## src/rtl/integral_term_pkg.sv

```systemverilog
// Shared widths and sequencer state encoding for the integral-term unit.
package integral_term_pkg;

   localparam int unsigned DATA_W = 16;  // width of e_k, Ki and i_k
   localparam int unsigned FRAC_W = 8;   // fractional bits of Ki

   typedef enum logic [2:0] {
      StIdle  = 3'd0,
      StMul   = 3'd1,
      StScale = 3'd2,
      StAcc   = 3'd3,
      StDone  = 3'd4
   } state_t;

endpackage

```

## src/rtl/integral_term_if.sv

```systemverilog
// Sample/result bundle between the PID controller and the integral-term unit.
interface integral_term_if #(
   parameter int unsigned N = 16
);
   logic signed [N-1:0] ek;
   logic                start;
   logic                clr;
   logic signed [N-1:0] ik;
   logic                busy;
   logic                done;

   modport master (output ek, start, clr, input ik, busy, done);
   modport slave  (input ek, start, clr, output ik, busy, done);
endinterface

```

## src/rtl/integral_term_saturador.sv

```systemverilog
// Signed width-reduction clamp: IN_W bits down to OUT_W bits.
module integral_term_saturador #(
   parameter int unsigned IN_W  = 32,
   parameter int unsigned OUT_W = 16
) (
   input  logic signed [IN_W-1:0]  din,
   output logic signed [OUT_W-1:0] dout
);

   localparam logic signed [OUT_W-1:0] OUT_MAX = {1'b0, {(OUT_W-1){1'b1}}};
   localparam logic signed [OUT_W-1:0] OUT_MIN = {1'b1, {(OUT_W-1){1'b0}}};

   // The value fits when every dropped bit equals the new sign bit.
   always_comb begin
      dout = din[OUT_W-1:0];
      if (din[IN_W-1:OUT_W-1] != {(IN_W-OUT_W+1){din[OUT_W-1]}}) begin
         dout = din[IN_W-1] ? OUT_MIN : OUT_MAX;
      end
   end

endmodule

```

## src/rtl/integral_term.sv

```systemverilog
// Integral term of the PID datapath: i_k = clamp(i_{k-1} + sat(Ki*e_k >>> F)).
module integral_term
   import integral_term_pkg::*;
#(
   parameter int unsigned         N    = DATA_W,
   parameter int unsigned         F    = FRAC_W,
   parameter logic signed [N-1:0] KI   = 16'sd20,
   parameter logic signed [N-1:0] IMAX = 16'sd32767,
   parameter logic signed [N-1:0] IMIN = -16'sd32768
) (
   input logic            clk,
   input logic            reset,
   integral_term_if.slave bus
);

   state_t state_q, state_d;

   logic signed [N-1:0]   e_q;
   logic signed [2*N-1:0] p_q;
   logic signed [N-1:0]   s_q;
   logic signed [N-1:0]   ik_q;

   logic signed [2*N-1:0] e_ext, ki_ext, prod, p_shift;
   logic signed [N-1:0]   s_sat;
   logic signed [N:0]     sum, imax_ext, imin_ext;
   logic signed [N-1:0]   ik_next;

   assign e_ext   = (2*N)'(e_q);
   assign ki_ext  = (2*N)'(KI);
   assign prod    = e_ext * ki_ext;
   assign p_shift = p_q >>> F;  // floor toward -inf, no rounding

   integral_term_saturador #(
      .IN_W  (2*N),
      .OUT_W (N)
   ) u_sat (
      .din  (p_shift),
      .dout (s_sat)
   );

   assign sum      = (N+1)'(ik_q) + (N+1)'(s_q);
   assign imax_ext = (N+1)'(IMAX);
   assign imin_ext = (N+1)'(IMIN);

   // Anti-windup clamp of the one-bit-wider sum.
   always_comb begin
      ik_next = sum[N-1:0];
      if (sum > imax_ext) begin
         ik_next = IMAX;
      end else if (sum < imin_ext) begin
         ik_next = IMIN;
      end
   end

   // Sequencer state register.
   always_ff @(posedge clk or posedge reset) begin
      if (reset) begin
         state_q <= StIdle;
      end else begin
         state_q <= state_d;
      end
   end

   // Next state; clr wins over everything, start only counts in IDLE/DONE.
   always_comb begin
      state_d = state_q;
      unique case (state_q)
         StIdle:  if (bus.start) state_d = StMul;
         StMul:   state_d = StScale;
         StScale: state_d = StAcc;
         StAcc:   state_d = StDone;
         StDone:  state_d = bus.start ? StMul : StIdle;
         default: state_d = StIdle;
      endcase
      if (bus.clr) begin
         state_d = StIdle;
      end
   end

   // Datapath registers, each loaded in its own sequencer step.
   always_ff @(posedge clk or posedge reset) begin
      if (reset) begin
         e_q  <= '0;
         p_q  <= '0;
         s_q  <= '0;
         ik_q <= '0;
      end else if (bus.clr) begin
         e_q  <= '0;
         p_q  <= '0;
         s_q  <= '0;
         ik_q <= '0;
      end else begin
         unique case (state_q)
            StIdle, StDone: if (bus.start) e_q <= bus.ek;
            StMul:          p_q  <= prod;
            StScale:        s_q  <= s_sat;
            StAcc:          ik_q <= ik_next;
            default:        ;
         endcase
      end
   end

   // Moore outputs decoded from state.
   always_comb begin
      bus.ik   = ik_q;
      bus.busy = (state_q == StMul) || (state_q == StScale) || (state_q == StAcc);
      bus.done = (state_q == StDone);
   end

endmodule

```

## src/flat_wrapper.sv

```systemverilog
// flat-port wrapper written by rule: the top's interface ports become plain ports
module integral_term_flat import integral_term_pkg::*;
#(
   parameter int unsigned         N    = DATA_W,
   parameter int unsigned         F    = FRAC_W,
   parameter logic signed [N-1:0] KI   = 16'sd20,
   parameter logic signed [N-1:0] IMAX = 16'sd32767,
   parameter logic signed [N-1:0] IMIN = -16'sd32768
)
  (clk, reset, bus_ek, bus_start, bus_clr, bus_ik, bus_busy, bus_done);
  integral_term_if #(.N(N)) bus_i ();
  input logic clk;
  input logic reset;
  input wire logic [$bits(bus_i.ek)-1:0] bus_ek;
  input wire logic [$bits(bus_i.start)-1:0] bus_start;
  input wire logic [$bits(bus_i.clr)-1:0] bus_clr;
  output wire logic [$bits(bus_i.ik)-1:0] bus_ik;
  output wire logic [$bits(bus_i.busy)-1:0] bus_busy;
  output wire logic [$bits(bus_i.done)-1:0] bus_done;
  assign bus_i.ek = bus_ek;
  assign bus_i.start = bus_start;
  assign bus_i.clr = bus_clr;
  assign bus_ik = bus_i.ik;
  assign bus_busy = bus_i.busy;
  assign bus_done = bus_i.done;
  integral_term #(.N(N), .F(F), .KI(KI), .IMAX(IMAX), .IMIN(IMIN)) u_core (.clk(clk), .reset(reset), .bus(bus_i));
endmodule
```

## config.mk

```make
export PLATFORM = sky130hd
export DESIGN_NAME = integral_term_flat
export DESIGN_NICKNAME = d
export VERILOG_FILES = /design/src/rtl/integral_term_pkg.sv /design/src/rtl/integral_term_if.sv /design/src/rtl/integral_term_saturador.sv /design/src/rtl/integral_term.sv /design/src/flat_wrapper.sv
export SDC_FILE = /design/constraint.sdc
export NUM_CORES = 1
export LEC_CHECK = 0
export ABC_AREA = 1
export CAP_MARGIN = 15
export CORE_UTILIZATION = 33
export CTS_BUF_LIST = sky130_fd_sc_hd__clkbuf_8
export CTS_CLUSTER_SIZE = 12
export DETAILED_ROUTE_END_ITERATION = 10
export HOLD_SLACK_MARGIN = 0.1
export SLEW_MARGIN = 20
export SYNTH_ARGS = -nofsm -noshare
export SYNTH_HDL_FRONTEND = slang
export SYNTH_SLANG_ARGS = --single-unit
```

## constraint.sdc

```tcl
create_clock -name clk -period 5.2 [get_ports clk]
set_input_delay 1.3 -clock clk [delete_from_list [all_inputs] [get_ports clk]]
set_output_delay 1.3 -clock clk [all_outputs]
set_load 0.05 [all_outputs]
```

==> results.md <==
- Outcome: finished, final reports clean
- Crit-path cells: clkdlybuf4s50_1 > clkinv_1 > nand2_1 > inv_1 > nand3_2 > nand3_1
- Largest area contributor in the netlist: dfrtp_1
- # diodes: 0
- Fin Hold WS: 0.4892 ns
- Vias in the first global route: 3653
- Worst-case clock buffer depth: 2
- Cell Pwr Density: 228.7 nW/um2
- Starting DRT DRC Count: 229
- Routed Antenna Nets: 0
- Clock root buffer: clkbuf_8
- R2r startpoint: u_core.bus.ik[0]
- Crit path DAT: 3.40 ns
- Postcts setup bufs: 0
- Kind of critical path: in2reg
- Post-synth EDFFs: 0
- Overall Power: 1.164 mW
- #FFs+latches synth: 63
- RD Place Congestion: 0.8785
- Drt total wl: 9.870 mm
- Design area: 5089 um2
- Site Rows: 41
- Synth top area share: 36.21%
- Initial antenna violation count: 0
- YS warnings: 0
- Worst-path fanout max: 25
- Measured slew at the worst slew-check pin: 0.8527 ns
- Initial Util: 34.23%
- Clk_lat worst skew: 0.34 ns
- Max VDD drop: 115.9 uV
- CP peak stage delay: 0.57 ns
- Utilization after layout: 40.00%
- TritonCTS Sinks: 63
- Hold Path Class: reg2reg
- Num CTS Buffers: 9
- Slowest CP cell: clkinv_1
- Via Count: 3868
- Sequential fraction of the synthesis area: 36.21%
- CP endpoint kind: register
- Rel. slew slack: 43.07%
- Pre-antenna DRT Iters: 4
- CTS tree: built
- Top_reg_cell synth: dfrtp_1
- Ys async rst share: 100.0%
- Sequential power share: 45.8%
- Post-layout min period: 3.194 ns
- Synth unique cells: 32
- H-tree lvl count: 3
- Die height: 116.9 um
- Total Routing Usage GR: 15.90%
- HP Start: u_core.p_q[30]
- Die width: 116.9 um
- Fin. max-slew vios: 0
- Cells after synthesis: 599
- Synth top area cells: dfrtp_1, nand2_1, ha_1
- PostCTS Resize Cnt: 0
- Remaining routing DRC violations: 0
- Largest net degree at the start of global routing: 42
- Setup TNS: 0 ns
- Clock network fraction of design power: 37.1%
- Post-Synthesis Cell Area: 4354 um2
- Sw Share: 29.09%
- RSZ-0062 raised after global routing: false
- Number of setup violations in the final report: 0
- CP Launch Type: input pin
- Share of layout cells above drive strength 1: 4.361%
- Clock skew: 0.01039 ns
- First-pass GRT wire length: 17.09 mm
- Worst Setup SP: bus_clr
- DR WL/cell: 12.13 um
- Leakage: 2.798 nW
- Net Count, Synth: 664
- Reg clk slew, reported paths: 0.07 ns
- Via density: 4.752
- Hold Vio Cnt, Final: 0
- I/O Pins: 38
- Syn avg cell area: 7.269 um2
- Max Clk Rate: 313.1 MHz
- CP required: 5.41 ns
- Area Overhead vs Synth: 16.87%
- Hold buffer count at CTS: 0
- I/O Buffers: 37
- Detail Placement HPWL: 7.860 mm
- Die ar.: 13660 um2
- GR Overflow Total: 0
- Placed Instance Area: 4888 um2
- Core box area: 12720 um2
- Int Pwr: 0.8252 mW
- Max Cap Viol: 0
- Comb power frac: 17.1%
- Final period util: 61.42%
- Final #Nets: 703
- Net Sw Power: 0.3385 mW
## layer usage
layer	GRT usage (%)	part of all wire, %	up-vias
li1	-	-	2028
met3	2.060	3.1	12
met4	5.063	1.6	0
met2	27.57	48	68
met5	0	0	-
met1	20.58	48	1760
## cell type report
cell class              count  area (um2)
clock buffers              11       151.4
clock inverters             4       46.29
fillers                  1382        7634
inverters                  96       360.3
multi-input cells         430        2361
flip-flops and latches     63        1577
well taps                 172       215.2
repair buffers             38       377.9
## critical path: cells and delay by family
kind | cells | cell delay, ns
buf+inv | 3 | 1.37
simple gates | 3 | 0.72
## path summary, 6_finish.rpt
path,cells past startpoint,slack (ns),to
setup reg to reg,14,2.85,u_core.bus.ik[0]
max in group asynchronous,3,2.93,u_core.bus.ik[10]
min in group asynchronous,2,1.46,u_core.p_q[10]
setup / recovery,6,2.01,u_core.bus.ik[14]
hold reg to reg,2,0.49,u_core.p_q[30]
hold / removal,2,0.49,u_core.p_q[30]
## cells in the mapped netlist, types with 2 or more instances
library cell	instances
o21bai_1	3
o21ai_0	38
dfrtp_1	63
nand3_1	66
nand2_2	4
buf_2	2
buf_6	2
clkbuf_1	5
o22ai_1	15
inv_1	95
nand2_1	164
ha_1	44
nand3_2	2
nor2_1	33
xor2_1	10
nor3_1	5
a21oi_1	33
## power groups by stage
stage | clock network [mW] | registers (mW) | logic, mW
floorplan | 0 | 0.537 | 0.143
global placement | 0 | 0.542 | 0.197
detailed placement | 0 | 0.543 | 0.198
CTS | 0.439 | 0.533 | 0.202
global route | 0.471 | 0.537 | 0.230
finish | 0.432 | 0.533 | 0.199
## through the flow
stage / cells / setup slack (ns)
CTS: 814 / 2.014
global placement: 799 / 1.784
detailed placement: 799 / 1.663
global route: 814 / 1.771
floorplan: 599 / 2.330
finish: 814 / 2.006
## cell usage in the layout, fill, tap and decap left out, drive strengths merged
master / n
a21boi: 1
a21o: 1
a21oi: 34
and3: 1
buf: 1
bufinv: 1
clkbuf: 11
clkdlybuf4s50: 37
clkinv: 2
clkinvlp: 1
dfrtp: 63
fa: 1
ha: 44
inv: 96
nand2: 168
nand3: 68
nand3b: 1
nand4: 1
nor2: 34
nor3: 6
nor3b: 1
nor4: 1
o21ai: 39
o21bai: 3
o22ai: 15
or2: 1
xor2: 10
## kinds of logic after synthesis
kind of cell	after synthesis	synth area share [%]
buffers and inverters	106	9.626
AO/OA/AOI/OAI	93	11.58
adder cells (fa/ha/maj)	45	13.10
AND/OR/NAND/NOR	282	27.47
XOR/XNOR	10	2.011
flip-flops	63	36.21
## registers in the layout (all words and copies together), names as in the netlist
name            cells
u_core.e_q         16
u_core.p_q         14
u_core.s_q         14
u_core.state_q      3
u_core.bus.ik      16
No activity file was read; power rests on OpenSTA's default activity.
